`src/rtl/bridge_read_responder.sv`:
```
// Read-back path for one mapped bridge window: each 32-bit bridge read is served as two
// sequential 16-bit reads on the target memory port, assembled big-endian.
module bridge_read_responder #(
   parameter logic [31:0] BASE_ADDRESS   = 32'h0,
   parameter logic [31:0] MAP_ADDRESS    = 32'h0,
   parameter logic [15:0] MAP_LENGTH     = 16'd0,
   parameter int unsigned MEM_ADDR_WIDTH = 24,
   parameter int unsigned TIMEOUT_CYCLES = 255,
   parameter logic [15:0] FILL_DATA      = 16'hDEAD
) (
   input  logic                      clk,
   input  logic                      reset_n,
   input  logic [31:0]               bridge_addr,
   input  logic                      bridge_rd,
   output logic [31:0]               bridge_rd_data,
   output logic                      rd_busy,
   output logic                      rd_done,
   output logic [MEM_ADDR_WIDTH-1:0] mem_addr,
   output logic                      mem_rd,
   input  logic                      mem_ready,
   input  logic [15:0]               mem_rd_data,
   input  logic                      mem_rd_valid,
   output logic                      timeout_flag,
   output logic                      overrun_flag,
   input  logic                      flag_clear
);

   typedef enum logic [2:0] {
      IDLE    = 3'd0,
      REQ_HI  = 3'd1,
      WAIT_HI = 3'd2,
      REQ_LO  = 3'd3,
      WAIT_LO = 3'd4,
      DONE    = 3'd5
   } state_t;

   localparam logic [31:0] END_ADDRESS  = BASE_ADDRESS + {16'h0000, MAP_LENGTH};
   localparam logic [7:0]  TIMEOUT_LAST = 8'(TIMEOUT_CYCLES - 1);

   state_t                    state_r, state_s;
   logic [MEM_ADDR_WIDTH-1:0] hw_r, hw_s;
   logic [MEM_ADDR_WIDTH-1:0] maddr_r, maddr_s;
   logic [15:0]               hi_r, hi_s;
   logic [15:0]               lo_r, lo_s;
   logic [15:0]               half_s;
   logic [7:0]                cnt_r, cnt_s;
   logic [31:0]               data_r, data_s;
   logic                      busy_r, busy_s;
   logic                      done_r, done_s;
   logic                      mrd_r, mrd_s;
   logic                      to_flag_r, to_flag_s;
   logic                      ov_flag_r, ov_flag_s;
   logic                      to_set_s;
   logic                      ov_set_s;

   logic [31:0]               addr_al_s;
   logic [31:0]               off_s;
   logic                      sel_s;
   logic                      unused_bits_s;

   // The low two address bits are dropped before both the window compare and the offset.
   assign addr_al_s     = {bridge_addr[31:2], 2'b00};
   assign sel_s         = (MAP_LENGTH != 16'd0) && (addr_al_s >= BASE_ADDRESS) && (addr_al_s < END_ADDRESS);
   assign off_s         = addr_al_s - BASE_ADDRESS + MAP_ADDRESS;
   assign unused_bits_s = ^{bridge_addr[1:0], off_s[0], off_s[31:MEM_ADDR_WIDTH+1]};

   // Next-state, datapath and registered-output values for the read sequencer.
   always_comb begin
      state_s  = state_r;
      hw_s     = hw_r;
      maddr_s  = maddr_r;
      hi_s     = hi_r;
      lo_s     = lo_r;
      half_s   = 16'h0000;
      cnt_s    = cnt_r;
      data_s   = data_r;
      busy_s   = busy_r;
      done_s   = 1'b0;
      mrd_s    = mrd_r;
      to_set_s = 1'b0;
      ov_set_s = bridge_rd && sel_s && (state_r != IDLE);

      case (state_r)
         IDLE: begin
            if (bridge_rd && sel_s) begin
               hw_s    = off_s[MEM_ADDR_WIDTH:1];
               maddr_s = off_s[MEM_ADDR_WIDTH:1];
               mrd_s   = 1'b1;
               busy_s  = 1'b1;
               state_s = REQ_HI;
            end else begin
               state_s = IDLE;
            end
         end
         REQ_HI, REQ_LO: begin
            if (mem_ready) begin
               mrd_s   = 1'b0;
               cnt_s   = 8'd0;
               state_s = (state_r == REQ_HI) ? WAIT_HI : WAIT_LO;
            end else begin
               state_s = state_r;
            end
         end
         WAIT_HI, WAIT_LO: begin
            // A missing response is replaced by FILL_DATA so the bridge read always completes.
            if (mem_rd_valid || (cnt_r == TIMEOUT_LAST)) begin
               half_s   = mem_rd_valid ? mem_rd_data : FILL_DATA;
               to_set_s = !mem_rd_valid;
               if (state_r == WAIT_HI) begin
                  hi_s    = half_s;
                  maddr_s = hw_r + MEM_ADDR_WIDTH'(1);
                  mrd_s   = 1'b1;
                  state_s = REQ_LO;
               end else begin
                  lo_s    = half_s;
                  state_s = DONE;
               end
            end else begin
               cnt_s = cnt_r + 8'd1;
            end
         end
         DONE: begin
            data_s  = {hi_r, lo_r};
            done_s  = 1'b1;
            busy_s  = 1'b0;
            state_s = IDLE;
         end
         default: begin
            mrd_s   = 1'b0;
            busy_s  = 1'b0;
            state_s = IDLE;
         end
      endcase

      // A flag event in the same cycle as flag_clear keeps the flag set.
      if (to_set_s) begin
         to_flag_s = 1'b1;
      end else if (flag_clear) begin
         to_flag_s = 1'b0;
      end else begin
         to_flag_s = to_flag_r;
      end

      if (ov_set_s) begin
         ov_flag_s = 1'b1;
      end else if (flag_clear) begin
         ov_flag_s = 1'b0;
      end else begin
         ov_flag_s = ov_flag_r;
      end
   end

   // State and output registers.
   always_ff @(posedge clk or negedge reset_n) begin
      if (!reset_n) begin
         state_r   <= IDLE;
         hw_r      <= '0;
         maddr_r   <= '0;
         hi_r      <= 16'h0000;
         lo_r      <= 16'h0000;
         cnt_r     <= 8'd0;
         data_r    <= 32'h0000_0000;
         busy_r    <= 1'b0;
         done_r    <= 1'b0;
         mrd_r     <= 1'b0;
         to_flag_r <= 1'b0;
         ov_flag_r <= 1'b0;
      end else begin
         state_r   <= state_s;
         hw_r      <= hw_s;
         maddr_r   <= maddr_s;
         hi_r      <= hi_s;
         lo_r      <= lo_s;
         cnt_r     <= cnt_s;
         data_r    <= data_s;
         busy_r    <= busy_s;
         done_r    <= done_s;
         mrd_r     <= mrd_s;
         to_flag_r <= to_flag_s;
         ov_flag_r <= ov_flag_s;
      end
   end

   assign bridge_rd_data = data_r;
   assign rd_busy        = busy_r;
   assign rd_done        = done_r;
   assign mem_addr       = maddr_r;
   assign mem_rd         = mrd_r;
   assign timeout_flag   = to_flag_r;
   assign overrun_flag   = ov_flag_r;

endmodule

```
`config.mk`:
```
export PLATFORM = sky130hd
export DESIGN_NAME = bridge_read_responder
export DESIGN_NICKNAME = d
export VERILOG_FILES = /design/src/rtl/bridge_read_responder.sv
export SDC_FILE = /design/constraint.sdc
export NUM_CORES = 1
export LEC_CHECK = 0
export ABC_CLOCK_PERIOD_IN_PS = 1900
export BUFFER_PORTS_ARGS = -buffer_cell sky130_fd_sc_hd__buf_2
export CAP_MARGIN = 20
export CORE_ASPECT_RATIO = 0.7
export CORE_MARGIN = 10
export CORE_UTILIZATION = 32
export DETAILED_ROUTE_END_ITERATION = 7
export HOLD_SLACK_MARGIN = 0.06
export RECOVER_POWER = 25
export SLEW_MARGIN = 40
export SYNTH_ARGS = -nofsm -noshare
export SYNTH_HDL_FRONTEND = slang
export SYNTH_SLANG_ARGS = --single-unit
```
`constraint.sdc`:
```
create_clock -name clk -period 1.9 [get_ports clk]
set_input_delay 0.38 -clock clk [delete_from_list [all_inputs] [get_ports clk]]
set_output_delay 0.38 -clock clk [all_outputs]
set_load 0.01 [all_outputs]
```
==> flow_metrics.tcl <==
set metrics [dict create \
    status "completed" \
    die-width_um 143.1 \
    synthTopCellsByCount "dfrtp_1 (79), mux2_2 (32), buf_4 (27)" \
    clk_path_buf_depth 2 \
    grt_use_total_pct 10.33 \
    place.detailed.hpwl_um 5618 \
    fin_worst_skew_ps 6.647 \
    slew_headroom_pct 36.74 \
    clk_pin_slew_worst_paths_ps 60 \
    syn-cell-area_um2 3397 \
    finalWorstSetupSlack_ps 221.0 \
    synth_top_family_by_area "compound AO/OA/AOI/OAI gates" \
    synth_compound_area_share_pct 13.63 \
    h-tree-depth 3 \
    dieArea_um2 15200 \
    fill_cells 1030 \
    yosysSeqAreaShare_pct 58.20 \
    vias 2220 \
    ir_worst_vdd_v 0.0005553 \
    synth.area.mux_share_pct 11.05 \
    synth-xor-area-share_pct 0.5157 \
    yosysTopAreaCell "dfrtp_1" \
    num_rows 31 \
    wl_um 7686 \
    routedWlPerCell_um 16.67 \
    period_needed_ps 1679 \
    synth-seq-cells 79 \
    cp-start-kind "flip-flop" \
    yosys.area.top_type_share_pct 58.20 \
    die_h_um 106.2 \
    holdWs_ps 262.0 \
    area_growth_pct 19.37 \
    synthFlopType "dfrtp_1" \
    core_area_um2 10360 \
    critical_path_class "flip-flop to flip-flop" \
    antenna_left 0 \
    hold_class "input port to flip-flop" \
    cp_max_fo 7 \
    io_buffers 56 \
    start_util_pct 32.80 \
    cp_data_required_time_ps 2110 \
    drt_iter0_drc 60 \
    fin_crit_sh_pct 88.37 \
    io_pins 115 \
    diodes 0 \
    end_kind "flip-flop" \
    r2r_cells 4 \
    hold_viol 0 \
    clk_latency_ps 330 \
    maxCapViolations 0 \
    cts_tree "done" \
    ys_warn_count 0 \
    synthCells 258 \
    yosys.cell_types.count 43 \
    numCtsBuffers 9 \
    grt_max_degree 39 \
    antenna_found_initial 0 \
    drc_errors 0 \
    rsz0062_at_grt "false" \
    yosysMostFrequentCell "dfrtp_1" \
    place.gp.congestion 0.8187 \
    grt_first_pass_wirelength_um 12510 \
    dp_slack_ps 29.36 \
    p_total_mw 6.208 \
    first_pass_iters 4 \
    worst_pin_slew_ps 948.9 \
    ys_top_cells_by_area "dfrtp_1 (58%), mux2_2 (11%), buf_4 (6.0%), a2bb2oi_1 (5.4%), a32o_1 (2.9%)" \
    finalMaxSlewViolations 0 \
    fmax_mhz 595.6 \
    hold_depth 2 \
    p_per_area_nw_per_um2 1531 \
    synth_edf_count 0 \
    clock-sinks 79 \
    finalNetCount 381 \
    arrival_ps 1890 \
    synth-simple-area-share_pct 7.624 \
    cts_root_buf "clkbuf_16" \
    synthArstFlopShare_pct 100.0 \
    synth-adder-area-share_pct 0.7366 \
    grt_pass1_vias 2374 \
    tns_ps 0 \
    via_per_inst 4.816 \
    synth.avg_cell_area_um2 13.17 \
    drive_gt1_share_pct 35.56 \
    grt.overflow.total 0 \
    p_leak_nw 1.964 \
    fin_util_pct 39.16 \
    final-setup-viol-count 0 \
]
-- cells in the final DEF (no fill, tap or decap), types with 3 or more instances in the layout --
cell type | synthesis | layout
clkbuf_1 | 5 | 11
conb_1 | 1 | 25
nand3_1 | 4 | 4
nor2b_1 | 12 | 11
a32o_1 | 10 | 10
nand2_1 | 5 | 5
buf_2 | 5 | 46
a31oi_1 | 7 | 7
clkbuf_16 | 0 | 9
mux2_2 | 32 | 32
a2bb2oi_1 | 21 | 21
o21a_1 | 3 | 3
inv_1 | 5 | 5
o21ai_0 | 5 | 4
buf_4 | 27 | 10
nor2_1 | 3 | 3
dfrtp_1 | 79 | 79
clkinv_2 | 0 | 3
-- registers in the layout (all words and copies together) (netlist names) --
signal	count
mem_addr	1
lo_r	16
cnt_r	8
mem_rd	1
hi_r	16
state_r	3
bridge_rd_data	32
rd_done	1
timeout_flag	1
-- stage by stage --
stage,instances,cell area [um^2]
3_3_place_gp,445,3802
5_1_grt,461,4055
4_1_cts,461,4078
3_5_place_dp,445,3802
2_1_floorplan,282,3487
6_report,461,4055
-- what timing repair did --
item | in CTS | in global routing
resized for setup | 0 | 2
hold endpoints to repair | 36 | 0
endpoints found under the setup margin | 0 | 12
buffers inserted | 0 | 0
hold buffers | 1 | 0
-- routing by layer --
layer  global-route usage [%]  vias to the layer above  share of wire [%]
met2                    15.55                       63                 44
met4                    4.185                        0                1.6
met5                        0                        -                  0
met1                    13.52                     1116                 48
met3                    3.201                        9                6.3
li1                         -                     1032                  -
-- worst paths after layout --
check                                          end       start  slack (ps)
max in group asynchronous                  hi_r[1]     reset_n         350
worst min-delay path                  timeout_flag  flag_clear         260
min in group asynchronous       bridge_rd_data[12]     reset_n         740
worst max register to register             lo_r[4]    cnt_r[4]         220
worst max-delay path                       lo_r[4]    cnt_r[4]         220
worst min register to register             hi_r[6]     hi_r[6]         490
-- logic make-up (layout without fill, tap and decap cells) --
group / Yosys count / after routing
flops: 79 / 79
compound gates: 56 / 56
buf+inv: 43 / 90
simple gates: 42 / 42
mux: 33 / 33
fa+ha+maj: 2 / 2
xor+xnor: 2 / 2
other cells: 1 / 25
-- power by group --
group / switching (mW) / total [mW] / internal [mW] / leakage (nW)
sequential: 0.399 / 2.76 / 2.36 / 1.00
combinational: 0.929 / 1.92 / 0.988 / 0.833
clock: 0.630 / 1.54 / 0.905 / 0.131
total: 1.96 / 6.21 / 4.25 / 1.96
-- cell type report --
type,instances,area (um^2),area share [%]
Sequential cell,79,1977,48.75
Inverter,5,18.77,0.4628
Multi-Input combinational cell,160,1240,30.58
Clock buffer,11,242.7,5.986
Clock inverter,4,22.52,0.5554
Tap cell,132,165.2,4.073
Timing Repair Buffer,70,389.1,9.596
-- worst max-delay path: stages (launching register included) --
cell and delay [ps]:
dfrtp_1 430, and4_1 260, and4_1 390, o21ai_1 230, a32o_1 260
Note: power is estimated with default switching activity, not from simulation.
